### src/rtl/seq_multiplier.sv
// Iterative shift-add multiplier: WIDTH x WIDTH -> 2*WIDTH product, signed or unsigned.
// Magnitudes are multiplied over WIDTH cycles; the sign is applied once in a final fix-up cycle.
module seq_multiplier #(
  parameter int WIDTH = 32
) (
  input  logic               clk,
  input  logic               reset,
  input  logic               start,
  input  logic               signed_op,
  input  logic [WIDTH-1:0]   a,
  input  logic [WIDTH-1:0]   b,
  output logic               busy,
  output logic               done,
  output logic [2*WIDTH-1:0] product
);

  localparam int               CNT_W    = $clog2(WIDTH + 1);
  localparam logic [CNT_W-1:0] CNT_ONE  = CNT_W'(1);
  localparam logic [CNT_W-1:0] CNT_INIT = CNT_W'(WIDTH);

  typedef enum logic [1:0] {IDLE, RUN, FIX} state_t;

  state_t             state_q;
  logic [2*WIDTH:0]   acc_q, acc_d;
  logic [WIDTH-1:0]   mcand_q;
  logic [CNT_W-1:0]   cnt_q;
  logic               neg_q;
  logic               busy_q;
  logic               done_q;
  logic [2*WIDTH-1:0] product_q;
  logic [WIDTH:0]     upper_sum;

  function automatic logic [WIDTH-1:0] magnitude(input logic [WIDTH-1:0] x,
                                                 input logic            is_signed);
    return (is_signed && x[WIDTH-1]) ? -x : x;
  endfunction

  function automatic logic [2*WIDTH-1:0] apply_sign(input logic [2*WIDTH-1:0] mag,
                                                    input logic              negate);
    return negate ? (~mag + (2*WIDTH)'(1)) : mag;
  endfunction

  // One shift-add step: the top bit is always clear before the add, so the carry fits.
  always_comb begin
    upper_sum = acc_q[2*WIDTH:WIDTH] + {1'b0, mcand_q};
    acc_d     = acc_q[0] ? {1'b0, upper_sum, acc_q[WIDTH-1:1]}
                         : {1'b0, acc_q[2*WIDTH:1]};
  end

  always_ff @(posedge clk or negedge reset) begin
    if (!reset) begin
      state_q   <= IDLE;
      acc_q     <= '0;
      mcand_q   <= '0;
      cnt_q     <= '0;
      neg_q     <= 1'b0;
      busy_q    <= 1'b0;
      done_q    <= 1'b0;
      product_q <= '0;
    end else begin
      done_q <= 1'b0;
      unique case (state_q)
        IDLE: begin
          if (start) begin
            mcand_q <= magnitude(a, signed_op);
            acc_q   <= {{(WIDTH+1){1'b0}}, magnitude(b, signed_op)};
            neg_q   <= signed_op & (a[WIDTH-1] ^ b[WIDTH-1]);
            cnt_q   <= CNT_INIT;
            busy_q  <= 1'b1;
            state_q <= RUN;
          end
        end
        RUN: begin
          acc_q <= acc_d;
          cnt_q <= cnt_q - CNT_ONE;
          if (cnt_q == CNT_ONE) state_q <= FIX;
        end
        FIX: begin
          // Busy drops with done so a start held in the done cycle is taken next edge.
          product_q <= apply_sign(acc_q[2*WIDTH-1:0], neg_q);
          done_q    <= 1'b1;
          busy_q    <= 1'b0;
          state_q   <= IDLE;
        end
        default: state_q <= IDLE;
      endcase
    end
  end

  assign busy    = busy_q;
  assign done    = done_q;
  assign product = product_q;

endmodule

### config.mk
export PLATFORM = sky130hd
export DESIGN_NAME = seq_multiplier
export DESIGN_NICKNAME = d
export VERILOG_FILES = /design/src/rtl/seq_multiplier.sv
export SDC_FILE = /design/constraint.sdc
export NUM_CORES = 1
export LEC_CHECK = 0
export ABC_CLOCK_PERIOD_IN_PS = 3230
export BUFFER_PORTS_ARGS = -buffer_cell sky130_fd_sc_hd__buf_2
export CAP_MARGIN = 20
export CORE_AREA = 2 2 151 153
export DETAILED_ROUTE_END_ITERATION = 10
export DIE_AREA = 0 0 153 155
export PLACE_DENSITY = 0.76
export SLEW_MARGIN = 20
export SYNTH_ARGS = -nofsm -noshare
export SYNTH_HDL_FRONTEND = slang
export SYNTH_SLANG_ARGS = --single-unit
### constraint.sdc
create_clock -name clk -period 3.23 [get_ports clk]
set_input_delay 0.646 -clock clk [delete_from_list [all_inputs] [get_ports clk]]
set_output_delay 0.646 -clock clk [all_outputs]
set_load 0.01 [all_outputs]
==> results.yml, run 1 <==
grt:
  grt_pass1_vias: 9123
  grt_overflow_total: 0
  grtUsageTotal: 0.233
  grt_pass1_wl_um: 45100
  grt_max_degree: 82
  grt_antenna_before_repair: 0
die:
  die_area_um2: 23700
  die_width_um: 153
  fp-row-count: 55
  start_util: 0.492
  coreArea_um2: 22200
  ios: 134
  die_h_um: 155
layout:
  fin_area_um2: 12700
  area.growth.synth_to_final_pct: 16.1
  antennaDiodeCount: 0
  fillers: 2011
  nNetsFinal: 1506
  drive_above_1_share: 0.172
clocking:
  ctsRootBufferMaster: "clkbuf_16"
  cts.path.max_buffers: 2
  ctsHoldBuffers: 0
  numCtsBuffers: 17
  cts_setup_buffers: 0
  tritoncts: "done"
  clk_pin_slew_ns: 0.06
  clk_latency_ns: 0.43
  htree_levels: 4
  cts.sinks: 171
  cts_resized: 0
synth:
  yosys_register_bits: 171
  ys_types: 68
  synth_flop_cell: "dfrtp_1"
  synth_edf_count: 0
  synth-simple-area-share: 0.169
  syn_area_um2: 10900
  synth_nets: 1371
  async_flop_share: 1.00
  yosysTopAreaCell: "dfrtp_1"
  postSynthCellCount: 1265
  synth_top_area_share: 0.391
  synth_top_family_by_area: "compound AO/OA/AOI/OAI gates"
  synth_area_leaders: "dfrtp_1 (39%), o21ai_0 (9.1%), xor2_1 (7.3%), nand2_1 (5.5%), ha_1 (4.2%)"
  synthAdderAreaFrac: 0.0442
  ys.warnings.count: 0
  muxShareOfSynthArea: 0.0174
  synth-xor-area-share: 0.112
  synth-compound-area-share: 0.227
  ys_seq_area_frac: 0.391
  avgSynthCellArea_um2: 8.65
drt:
  drt-initial-drc-count: 647
  wl_per_cell_um: 16.3
  drc: 0
  wl_met1_um: 12300
  antenna_left: 0
  vias: 9790
  dr_wl_met2_um: 12900
  wl_met3_um: 1700
  first_pass_iters: 6
  avgViaCountPerCell: 5.78
  drt_wl_total_um: 27700
  top_layer_used: "met4"
worst_setup_path:
  endpoint_kind: "flop"
  startpoint: "acc_q[4]"
  worstRegToRegCells: 9
  cpMostUsedCell: "or4_4"
  path_class: "flop to flop"
  worstPathArrival_ns: 3.37
  timing.rr.start: "acc_q[4]"
  worstPathCellList: "or4_4, nor4_1, buf_4, nand4_1, or3_4, or4_4, o31ai_2, xor2_1, o21ai_1"
  crit_required_ns: 3.52
  path_max_fanout: 5
  slowest_stage: "or4_4"
  start_kind: "flop"
  critPathMaxStageDelay_ns: 0.59
sta:
  finalSetupViolCount: 0
  relSlewSlack: 0.295
  clock_skew_ns: 0.00908
  max_freq_mhz: 324
  holdWs_ns: 0.254
  grt_setup_unrepaired: "no"
  finalCritPeriodShare: 0.955
  tightest_slew_ns: 1.06
  fin_crit_ns: 3.08
  finalMaxSlewViolations: 0
  hold_viol: 0
power_and_ir_drop:
  power_frac_clock: 0.163
  vdd_ir_drop_max_uv: 337
  internal-power_mw: 6.99
  leakage_nw: 5.73
  power_frac_seq: 0.332
  pwr-share-comb: 0.504
  p_switching_mw: 5.47
  design_power_total_mw: 12.5
  netSwitchingFraction: 0.439
  p_per_area_nw_per_um2: 981
min_path:
  min_path_type: "input pin to async pin"
run_status:
  outcome: "finished, final reports clean"
placed_design:
  postPlaceCellArea_um2: 12100
  port-buffer-count: 133
  place_congestion: 0.952
  dp_hpwl_um: 20800
flow_run:
  cap_violations: 0
## cells by family (layout without fill, tap and decap cells)
group	count (synthesis)	after routing
AOI/OAI and AO/OA	415	415
and+or+nand+nor	378	378
DFF	171	171
xor gates and xnor gates	140	140
buffers and inverters	104	249
adders and majority gates	38	38
muxes	19	19
## final cells by class
class	instances	area (um2)	share of cell area
multi-input cells	990	6260	0.493
flip-flops and latches	171	4280	0.337
repair buffers	180	1070	0.0846
clock buffers	22	484	0.0381
well taps	285	357	0.0281
inverters	40	150	0.0118
clock inverters	7	92.6	0.00729
## Yosys cell counts, types with 3 or more instances
cell,instances
or4_1,8
xor2_1,91
mux2i_1,19
or4_4,4
nand2b_1,11
inv_1,40
nand3_1,30
a211oi_1,7
o21ai_0,198
nor3_1,33
o21ai_1,6
a32oi_1,5
and2_1,4
a21o_1,10
a22oi_1,24
a32o_1,5
or2_2,9
nor2_1,48
a21oi_1,71
o221ai_1,3
nand2_1,161
nor3b_1,3
and3_1,12
nor2b_1,6
nor4_1,8
a31oi_1,16
buf_1,5
ha_1,37
dfrtp_1,171
nand4_1,11
xnor2_1,49
o31ai_1,31
or3_4,4
clkbuf_1,54
or3_1,14
o41ai_1,10
o21bai_1,6
o211ai_1,5
## power by group through the flow
stage               Combinational, mW  Sequential, mW  Clock [mW]
finish                           6.28            4.14        2.03
global route                     7.06            4.28        2.15
CTS                              6.27            4.12        2.06
detailed placement               6.22            4.16           0
global placement                 6.06            4.11           0
floorplan                        4.48            3.99           0
## worst paths after layout
check                      slack [ns]     endpoint
min in group clk                 0.47   product[5]
max                              0.15  product[48]
max reg2reg                      0.15  product[48]
min reg2reg                      0.47   product[5]
max in group asynchronous        2.18        neg_q
min                              0.25  product[26]
## sequential cells by signal, indices dropped and copies added (netlist names)
register,cells
done,1
mcand_q,32
state_q,2
cnt_q,6
neg_q,1
acc_q,64
busy,1
product,64
## cells in the final DEF (no fill, tap or decap), drive strengths merged, types with 13 or more instances in the layout
cell type  instances
a22oi             24
o21ai            204
clkbuf            22
dfrtp            171
inv               40
o31ai             33
and3              13
nand3             30
xor2              91
a21oi             71
xnor2             49
nand2            161
buf              180
nor3              33
a31oi             16
mux2i             19
nor2              48
ha                37
or3               18
## critical path: cells and delay by family, from the launching register on
| family | cells | cell delay (ns) |
|---|---|---|
| AO/OA/AOI/OAI | 2 | 0.28 |
| XOR/XNOR | 1 | 0.16 |
| buffers and inverters | 1 | 0.19 |
| flip-flops | 1 | 0.43 |
| AND/OR/NAND/NOR | 5 | 1.88 |
## per-layer routing
metal,vias up,global-route usage
li1,4819,-
met1,4546,0.313
met2,371,0.384
met3,54,0.0373
met4,0,0.0816
met5,-,0
## through the flow
stage / setup WS, ns / TNS [ns] / cells / utilization
finish: 0.147 / 0 / 1695 / 0.571
CTS: 0.144 / 0 / 1695 / 0.571
global placement: -0.0729 / -0.0784 / 1666 / 0.545
detailed placement: -0.0941 / -0.391 / 1666 / 0.545
global route: 0.0119 / 0 / 1695 / 0.571
floorplan: 0.0760 / 0 / 1265 / -
No activity file was read; power rests on OpenSTA's default activity.
==> inputs of run 2 (changes only) <==
==> constraint.sdc (replaced) <==
create_clock -name clk -period 3.23 [get_ports clk]
set_input_delay 0.1615 -clock clk [delete_from_list [all_inputs] [get_ports clk]]
set_output_delay 0.1615 -clock clk [all_outputs]
set_load 0.01 [all_outputs]
==> run 2 against run 1 <==
  * Flip-flop and latch count is the same
  * Core utilization down 0.46 points
  * Setup slack improved by 0.057 ns
  * Via count is 0.47% lower
  * Final area fell by 0.81%
  * Cell count is 0.65% lower
  * Largest cell class unchanged
  * Largest power group unchanged
==> results.yml, run 2 (synthesized netlist as in run 1, its figures left out) <==
clocking:
  clk_latency_ns: 0.43
  numCtsBuffers: 17
  ctsRootBufferMaster: "clkbuf_16"
  htree_levels: 4
  cts.sinks: 171
  clk_pin_slew_ns: 0.06
  cts.path.max_buffers: 2
  tritoncts: "done"
  cts_setup_buffers: 0
placed_design:
  place_congestion: 0.942
  dp_slack_ns: 0.187
  port-buffer-count: 133
  postPlaceCellArea_um2: 12000
  dp_hpwl_um: 21100
layout:
  final_common_cell: "o21ai_0"
  drive_above_1_share: 0.165
  fin_area_um2: 12600
  nNetsFinal: 1492
  antennaDiodeCount: 0
  final_cell_mix: "o21ai_0 (198), dfrtp_1 (170), nand2_1 (160)"
  fin_util: 0.567
  area.growth.synth_to_final_pct: 15.2
  fillers: 1963
power_and_ir_drop:
  leakage_nw: 5.67
  p_per_area_nw_per_um2: 999
  vdd_ir_drop_max_uv: 378
  design_power_total_mw: 12.6
drt:
  drt_wl_total_um: 27900
  wl_per_cell_um: 16.6
  drc: 0
  avgViaCountPerCell: 5.79
  vias: 9744
  first_pass_iters: 5
  antenna_left: 0
  drt-initial-drc-count: 820
grt:
  use_met1: 0.325
  grt_antenna_before_repair: 0
  grt_pass1_vias: 9246
  grt_overflow_total: 0
  grt.busiest_layer: "met2"
  met3_usage: 0.0384
  grt_pass1_wl_um: 46200
  gr-usage-met2: 0.389
  grtUsageTotal: 0.238
  grt_max_degree: 85
flow_run:
  cap_violations: 0
worst_setup_path:
  worst-path-stages: 8
  reg2reg_slack_ns: 0.20
  crit_required_ns: 3.53
  cpMostUsedCell: "or3_1"
  endpoint_kind: "flop"
  worstPathCellList: "or3_1, or3_1, or3_1, or3_4, or2_1, o31ai_1, xor2_1, o21ai_1"
  slowest_stage: "or3_1"
  path_max_fanout: 8
  critPathTopFamily: "simple AND/OR/NAND/NOR gates"
  path_class: "flop to flop"
  start_kind: "flop"
  critPathBufInv: 0
  worstRegToRegCells: 8
  worstPathArrival_ns: 3.32
  critPathMaxStageDelay_ns: 0.43
die:
  start_util: 0.492
  die_width_um: 153
  die_h_um: 155
  die_area_um2: 23700
  ios: 134
  fp-row-count: 55
  coreArea_um2: 22200
sta:
  finalCritPeriodShare: 0.937
  finalMaxSlewViolations: 0
  hold_viol: 0
  grt_setup_unrepaired: "no"
  relSlewSlack: 0.464
  fin_ws_ns: 0.204
  max_freq_mhz: 330
  tightest_slew_ns: 0.804
  finalSetupViolCount: 0
  fin_crit_ns: 3.03
  tns_ns: 0
  clock_skew_ns: 0.00812
min_path:
  min_path_type: "input pin to flop"
  hold_depth: 3
run_status:
  outcome: "finished, final reports clean"
[run 2: changes by cell type in the layout (fill, tap and decap cells not counted), sizes merged]
cell / previous run / this run
buf: 180 / 165
inv: 40 / 41
bufinv: 2 / 3
dlygate4sd3: 0 / 1
clkinv: 2 / 4
clkbuf: 22 / 21
[run 2: area by class of cell]
class,count,area (um2),share of cell area
Multi-Input combinational cell,990,6260,0.497
Sequential cell,171,4280,0.340
Clock inverter,11,141,0.0112
Clock buffer,21,470,0.0373
Inverter,40,150,0.0119
Timing Repair Buffer,166,935,0.0742
Tap cell,285,357,0.0283
[run 2: worst min-delay path, stage by stage]
cell	delay, ns
buf_2	0.12
nand2_1	0.05
a31oi_1	0.07
[run 2: final timing paths]
kind	endpoint	start
max	product[59]	acc_q[30]
min	mcand_q[1]	a[1]
max reg2reg	product[59]	acc_q[30]
min reg2reg	product[34]	product[34]
max in group asynchronous	acc_q[61]	reset
min in group asynchronous	product[26]	reset
[run 2: stage by stage]
| stage | std cells | hold slack (ns) |
|---|---|---|
| after floorplan | 1265 | -0.134 |
| after global placement | 1651 | 0.235 |
| after detailed placement | 1651 | 0.240 |
| after CTS | 1684 | 0.00592 |
| after global routing | 1684 | 0.0268 |
| final | 1684 | 0.0160 |
[run 2: repair_timing]
item | CTS | global route
endpoints found under the setup margin | 0 | 5
hold buffers | 1 | 0
gates resized for setup | 0 | 1
hold endpoints to repair | 77 | 0
[run 2: metal layers]
| layer | part of all wire | vias to the layer above |
|---|---|---|
| met2 | 0.46 | 343 |
| met5 | 0 | - |
| met1 | 0.45 | 4559 |
| met4 | 0.027 | 0 |
| met3 | 0.058 | 51 |
| li1 | - | 4791 |
[run 2: power by group]
group	switching, mW	total, mW	internal, mW	leakage, nW
logic	3.68	6.34	2.66	3.20
clock network	0.854	2.13	1.28	0.295
registers	1.02	4.12	3.10	2.17
total	5.56	12.6	7.03	5.67
